## src/rtl/mips_loader_pkg.sv

```systemverilog
// Shared types and constants for the MIPS boot-time program loader.
package mips_loader_pkg;

   typedef enum logic [2:0] {
      StHdr,
      StLoad,
      StCsum,
      StDone,
      StErr
   } state_e;

   localparam int unsigned HDR_BYTES          = 4;
   localparam int unsigned CSUM_BYTES         = 4;
   localparam int unsigned DEFAULT_IMEM_DEPTH = 1024;

endpackage

```

## src/rtl/mips_program_loader_byte_word_packer.sv

```systemverilog
// Packs accepted stream bytes MSB-first into 32-bit words; word_valid pulses
// combinationally alongside the 4th byte so the caller can register the write.
module byte_word_packer
   import mips_loader_pkg::*;
(
   input  logic        clock,
   input  logic        reset,
   input  logic        clear,
   input  logic        byte_valid,
   input  logic [7:0]  byte_data,
   output logic [31:0] word,
   output logic        word_valid
);

   localparam logic [1:0] LastPos = 2'(HDR_BYTES - 1);

   logic [23:0] shift_q;
   logic [1:0]  pos_q;

   always_ff @(posedge clock or posedge reset) begin
      if (reset) begin
         shift_q <= '0;
         pos_q   <= '0;
      end else if (clear) begin
         shift_q <= '0;
         pos_q   <= '0;
      end else if (byte_valid) begin
         shift_q <= {shift_q[15:0], byte_data};
         pos_q   <= pos_q + 2'd1;
      end
   end

   assign word       = {shift_q, byte_data};
   assign word_valid = byte_valid && (pos_q == LastPos);

endmodule

```

## src/rtl/mips_program_loader.sv

```systemverilog
// Byte-stream program loader for the MIPS instruction memory.
// Define MIPS_LOADER_CHECKSUM_EN to require a trailing 32-bit word-sum checksum.
module mips_program_loader
   import mips_loader_pkg::*;
#(
   parameter int unsigned IMEM_DEPTH = DEFAULT_IMEM_DEPTH,
   parameter int unsigned ADDR_W     = $clog2(IMEM_DEPTH)
) (
   input  logic              clock,
   input  logic              reset,
   input  logic [7:0]        in_data,
   input  logic              in_valid,
   output logic              in_ready,
   output logic              imem_we,
   output logic [ADDR_W-1:0] imem_addr,
   output logic [31:0]       imem_wdata,
   output logic              cpu_run,
   output logic              load_err,
   output logic [ADDR_W:0]   words_loaded
);

   state_e            state_q, state_d;
   state_e            after_words;
   logic [ADDR_W:0]   count_q, count_d, count_inc;
   logic [ADDR_W:0]   num_q, num_d;
   logic [ADDR_W-1:0] addr_q, addr_d;
   logic [31:0]       wdata_q, wdata_d;
   logic              we_q, we_d;
   logic              accept, word_valid, pack_clear;
   logic [31:0]       word;

`ifdef MIPS_LOADER_CHECKSUM_EN
   logic [31:0] sum_q, sum_d;
   localparam logic [1:0] CsumLast = 2'(CSUM_BYTES - 1);
   assign after_words = StCsum;
`else
   assign after_words = StDone;
`endif

   // Reset gates ready directly since the state register already sits in HDR.
   assign in_ready   = !reset && (state_q inside {StHdr, StLoad, StCsum});
   assign accept     = in_valid && in_ready;
   assign pack_clear = (state_q == StDone) || (state_q == StErr);
   assign count_inc  = count_q + (ADDR_W + 1)'(1);

   byte_word_packer u_packer (
      .clock      (clock),
      .reset      (reset),
      .clear      (pack_clear),
      .byte_valid (accept),
      .byte_data  (in_data),
      .word       (word),
      .word_valid (word_valid)
   );

   always_comb begin
      state_d = state_q;
      num_d   = num_q;
      count_d = count_q;
      addr_d  = addr_q;
      wdata_d = wdata_q;
      we_d    = 1'b0;
`ifdef MIPS_LOADER_CHECKSUM_EN
      sum_d   = sum_q;
`endif
      case (state_q)
         StHdr: begin
            if (word_valid) begin
               num_d = word[ADDR_W:0];
               if (word == '0) begin
                  state_d = after_words;
               end else if (word > IMEM_DEPTH) begin
                  state_d = StErr;
               end else begin
                  state_d = StLoad;
               end
            end
         end
         StLoad: begin
            if (word_valid) begin
               we_d    = 1'b1;
               addr_d  = count_q[ADDR_W-1:0];
               wdata_d = word;
               count_d = count_inc;
`ifdef MIPS_LOADER_CHECKSUM_EN
               sum_d   = sum_q + word;
`endif
               if (count_inc == num_q) begin
                  state_d = after_words;
               end
            end
         end
`ifdef MIPS_LOADER_CHECKSUM_EN
         StCsum: begin
            if (word_valid) begin
               state_d = (word == sum_q) ? StDone : StErr;
            end
         end
`endif
         default: ;
      endcase
   end

   always_ff @(posedge clock or posedge reset) begin
      if (reset) begin
         state_q <= StHdr;
         num_q   <= '0;
         count_q <= '0;
         addr_q  <= '0;
         wdata_q <= '0;
         we_q    <= 1'b0;
`ifdef MIPS_LOADER_CHECKSUM_EN
         sum_q   <= '0;
`endif
      end else begin
         state_q <= state_d;
         num_q   <= num_d;
         count_q <= count_d;
         addr_q  <= addr_d;
         wdata_q <= wdata_d;
         we_q    <= we_d;
`ifdef MIPS_LOADER_CHECKSUM_EN
         sum_q   <= sum_d;
`endif
      end
   end

`ifdef MIPS_LOADER_CHECKSUM_EN
   logic unused_csum_last;
   assign unused_csum_last = ^CsumLast;
`endif

   assign imem_we      = we_q;
   assign imem_addr    = addr_q;
   assign imem_wdata   = wdata_q;
   assign words_loaded = count_q;
   assign load_err     = (state_q == StErr);
   // Held off while the final strobe is still on the bus.
   assign cpu_run      = (state_q == StDone) && !we_q;

endmodule
```

## config.mk

```make
export PLATFORM = sky130hd
export DESIGN_NAME = mips_program_loader
export DESIGN_NICKNAME = d
export VERILOG_FILES = /design/src/rtl/mips_loader_pkg.sv /design/src/rtl/mips_program_loader_byte_word_packer.sv /design/src/rtl/mips_program_loader.sv
export SDC_FILE = /design/constraint.sdc
export NUM_CORES = 1
export LEC_CHECK = 0
export BUFFER_PORTS_ARGS = -buffer_cell sky130_fd_sc_hd__clkbuf_2
export CORE_UTILIZATION = 50
export CTS_BUF_LIST = sky130_fd_sc_hd__clkbuf_8 sky130_fd_sc_hd__clkbuf_16
export CTS_CLUSTER_DIAMETER = 60
export CTS_CLUSTER_SIZE = 40
export DETAILED_ROUTE_END_ITERATION = 16
export GPL_ROUTABILITY_DRIVEN = 0
export GPL_TIMING_DRIVEN = 0
export PLACE_DENSITY = 0.75
export SYNTH_ARGS = -nofsm -noshare
export SYNTH_HDL_FRONTEND = slang
export SYNTH_SLANG_ARGS = --single-unit
```

## constraint.sdc

```tcl
create_clock -name clock -period 2.5 [get_ports clock]
set_input_delay 0.125 -clock clock [delete_from_list [all_inputs] [get_ports clock]]
set_output_delay 0.125 -clock clock [all_outputs]
set_load 0.005 [all_outputs]
```

==> impl_metrics.json <==
{
  "peakVddDrop_mv": 0.3492,
  "p_per_area_nw_per_um2": 752.7,
  "cts_sinks": 94,
  "syn-num-nets": 386,
  "rsz0062_at_grt": "false",
  "hold_viol_final": 0,
  "period_share": 0.7397,
  "crit_path_start_kind": "flop",
  "fp.dieH_um": 91.70,
  "numCtsBuffers": 9,
  "critical_path_class": "reg2reg",
  "slowest_stage": "dfrtp_1",
  "clk_latency_ps": 350,
  "root_buffer": "clkbuf_8",
  "synthCells": 373,
  "grtUsageTotal": 0.2289,
  "dp_hpwl_um": 6263,
  "postLayoutSetupSlackWorst_ps": 650.7,
  "cts_buffer_depth": 2,
  "max_clock_freq_mhz": 540.7,
  "rows": 32,
  "crit_chain": "ha_1 > nand3_2 > or3_4 > xnor2_1 > nand4_1 > o21ai_1",
  "finalSetupTns_ps": 0,
  "drv_cap": 0,
  "initial_core_util": 0.5179,
  "drv_slew": 0,
  "coreArea_um2": 7767,
  "vias_per_cell": 5.280,
  "yosysTopAreaCellShare": 0.5848,
  "antenna_found_initial": 0,
  "setup_viol": 0,
  "dp_cells": 544,
  "crit_arrival_ps": 2130,
  "grt_max_degree": 45,
  "max-slew-margin-rel": 0.6499,
  "wl_per_cell_um": 15.55,
  "syn_to_final_growth_pct": 16.98,
  "critPathMaxStageDelay_ps": 490,
  "yosys.area.top_type": "dfrtp_1",
  "outcome": "completed",
  "drive_above_1_share": 0.2745,
  "wl_um": 8721,
  "clock_skew_ps": 6.452,
  "ys_warn_count": 0,
  "grt_pass1_wl_um": 14890,
  "drcViolationCount": 0,
  "die-area_um2": 8408,
  "synth_area_um2": 4023,
  "dr.first_iter.drc_count": 171,
  "grt.overflow.total": 0,
  "syn_avg_cell_area_um2": 10.78,
  "ys_seq_area_frac": 0.5848,
  "grt_pass1_vias": 2957,
  "hold_slack_ps": 9.254,
  "firstDrtPassIters": 4,
  "cts_tree": "built",
  "place_ws_ps": 682.7,
  "ys_types": 39,
  "finalCriticalPeriod_ps": 1849,
  "power_mw": 3.542,
  "p_leak_nw": 2.614,
  "cp-end-kind": "flop",
  "hold_path.class": "in2reg",
  "ios": 68,
  "num-nets-final": 467,
  "fin_cells": 561,
  "critPathMaxFanout": 7,
  "synth_seq_cells": 94,
  "detail-route-antenna-nets": 0,
  "antenna_cells": 0,
  "cts_max_level": 3,
  "tightestPinTransition_ps": 525.2,
  "ys_top_cells_by_area": "dfrtp_1, nand2_1, a22o_1, xnor2_1, mux2_4",
  "fp.dieW_um": 91.70,
  "cp.required_ps": 2780,
  "dr_total_vias": 2962,
  "path_clk_slew_ps": 90,
  "io_buffers": 67
}
-- through the flow --
step	utilization	area [um2]
floorplan	-	4026
global placement	0.5780	4489
detailed placement	0.5831	4529
CTS	0.6058	4706
global route	0.6058	4706
finish	0.6058	4706
-- placed cells by master, fill, tap and decap left out, types with 4 or more instances in the layout --
master and count:
xnor2_1 16, nand2_1 140, buf_2 11, clkbuf_2 69, nor3_1 4, nor4_1 7, clkbuf_8 9, mux2_4 9
dfrtp_1 94, nand3_1 4, nand4_1 4, a22o_1 25, nor2_1 10, xor2_1 12
-- final timing paths --
path,from,to,slack (ps),depth (start not counted)
setup / recovery,words_loaded[0],state_q[1],650,6
hold reg to reg,imem_addr[4],imem_addr[4],480,2
min in group asynchronous,reset,imem_addr[2],400,3
setup reg to reg,words_loaded[0],state_q[1],650,6
hold / removal,in_data[1],imem_wdata[1],9,3
max in group asynchronous,reset,imem_wdata[5],1530,4
-- critical path: cells and delay by family (launching register included) --
kind	cells	cell delay (ps)
compound gates	1	150
xor+xnor	1	160
fa+ha+maj	1	260
flops	1	490
simple gates	3	720
-- power breakdown --
part           switching (mW)  internal [mW]
clock network           0.526          0.354
logic                   0.362          0.363
registers               0.229           1.71
-- flip-flops by register name, indices dropped and copies added (netlist names) --
name / count
num_q: 11
state_q: 3
words_loaded: 11
imem_we: 1
imem_wdata: 32
u_packer.pos_q: 2
u_packer.shift_q: 24
imem_addr: 10
-- cell families (layout without fill, tap and decap cells) --
group,count (synthesis),after routing,synth area share
AOI/OAI and AO/OA,34,34,0.07683
DFF,94,94,0.5848
xor gates and xnor gates,29,29,0.06750
muxes,12,12,0.04199
adders and majority gates,2,2,0.006220
buffers and inverters,23,109,0.03017
and+or+nand+nor,179,179,0.1925
-- area by class of cell --
type,count,area [um2]
multi-input combinational,256,1549
inverter,4,18.77
clock buffer,9,123.9
sequential,94,2352
tap,102,127.6
timing repair buffer,70,385.4
buffer,19,106.4
clock inverter,7,42.54
fill,702,3062
-- Yosys cell counts --
cell type / instances
nand2_1: 140
dfrtp_1: 94
a22o_1: 25
xnor2_1: 16
xor2_1: 12
buf_2: 11
nor2_1: 10
mux2_4: 9
nor4_1: 7
nand3_1: 4
nand4_1: 4
nor3_1: 4
clkbuf_1: 3
inv_1: 3
mux2_2: 3
buf_6: 2
clkbuf_2: 2
ha_1: 2
o21ai_0: 2
a211o_1: 1
a211oi_2: 1
a41o_1: 1
a41oi_1: 1
and2_4: 1
and2b_2: 1
and3_1: 1
buf_4: 1
inv_2: 1
nand3_2: 1
nand3_4: 1
nand4_2: 1
nor2_2: 1
nor4_2: 1
o21ai_1: 1
o21bai_1: 1
o41ai_4: 1
or2b_2: 1
or3_4: 1
xnor3_4: 1
-- routing by layer --
metal	routed length, um	share of wire	vias to the layer above	track usage
li1	-	-	1409	-
met1	4094	0.47	1467	0.3231
met2	4150	0.48	71	0.3571
met3	311	0.036	15	0.03068
met4	165	0.019	0	0.1003
met5	0	0	-	0
-- what timing repair did --
| action | CTS | global route |
|---|---|---|
| endpoints found under the hold margin | 18 | 0 |
| hold buffers | 1 | 0 |
| resized for setup | 0 | 0 |
| setup buffers | 0 | 0 |
(Power assumes the default switching activity.)
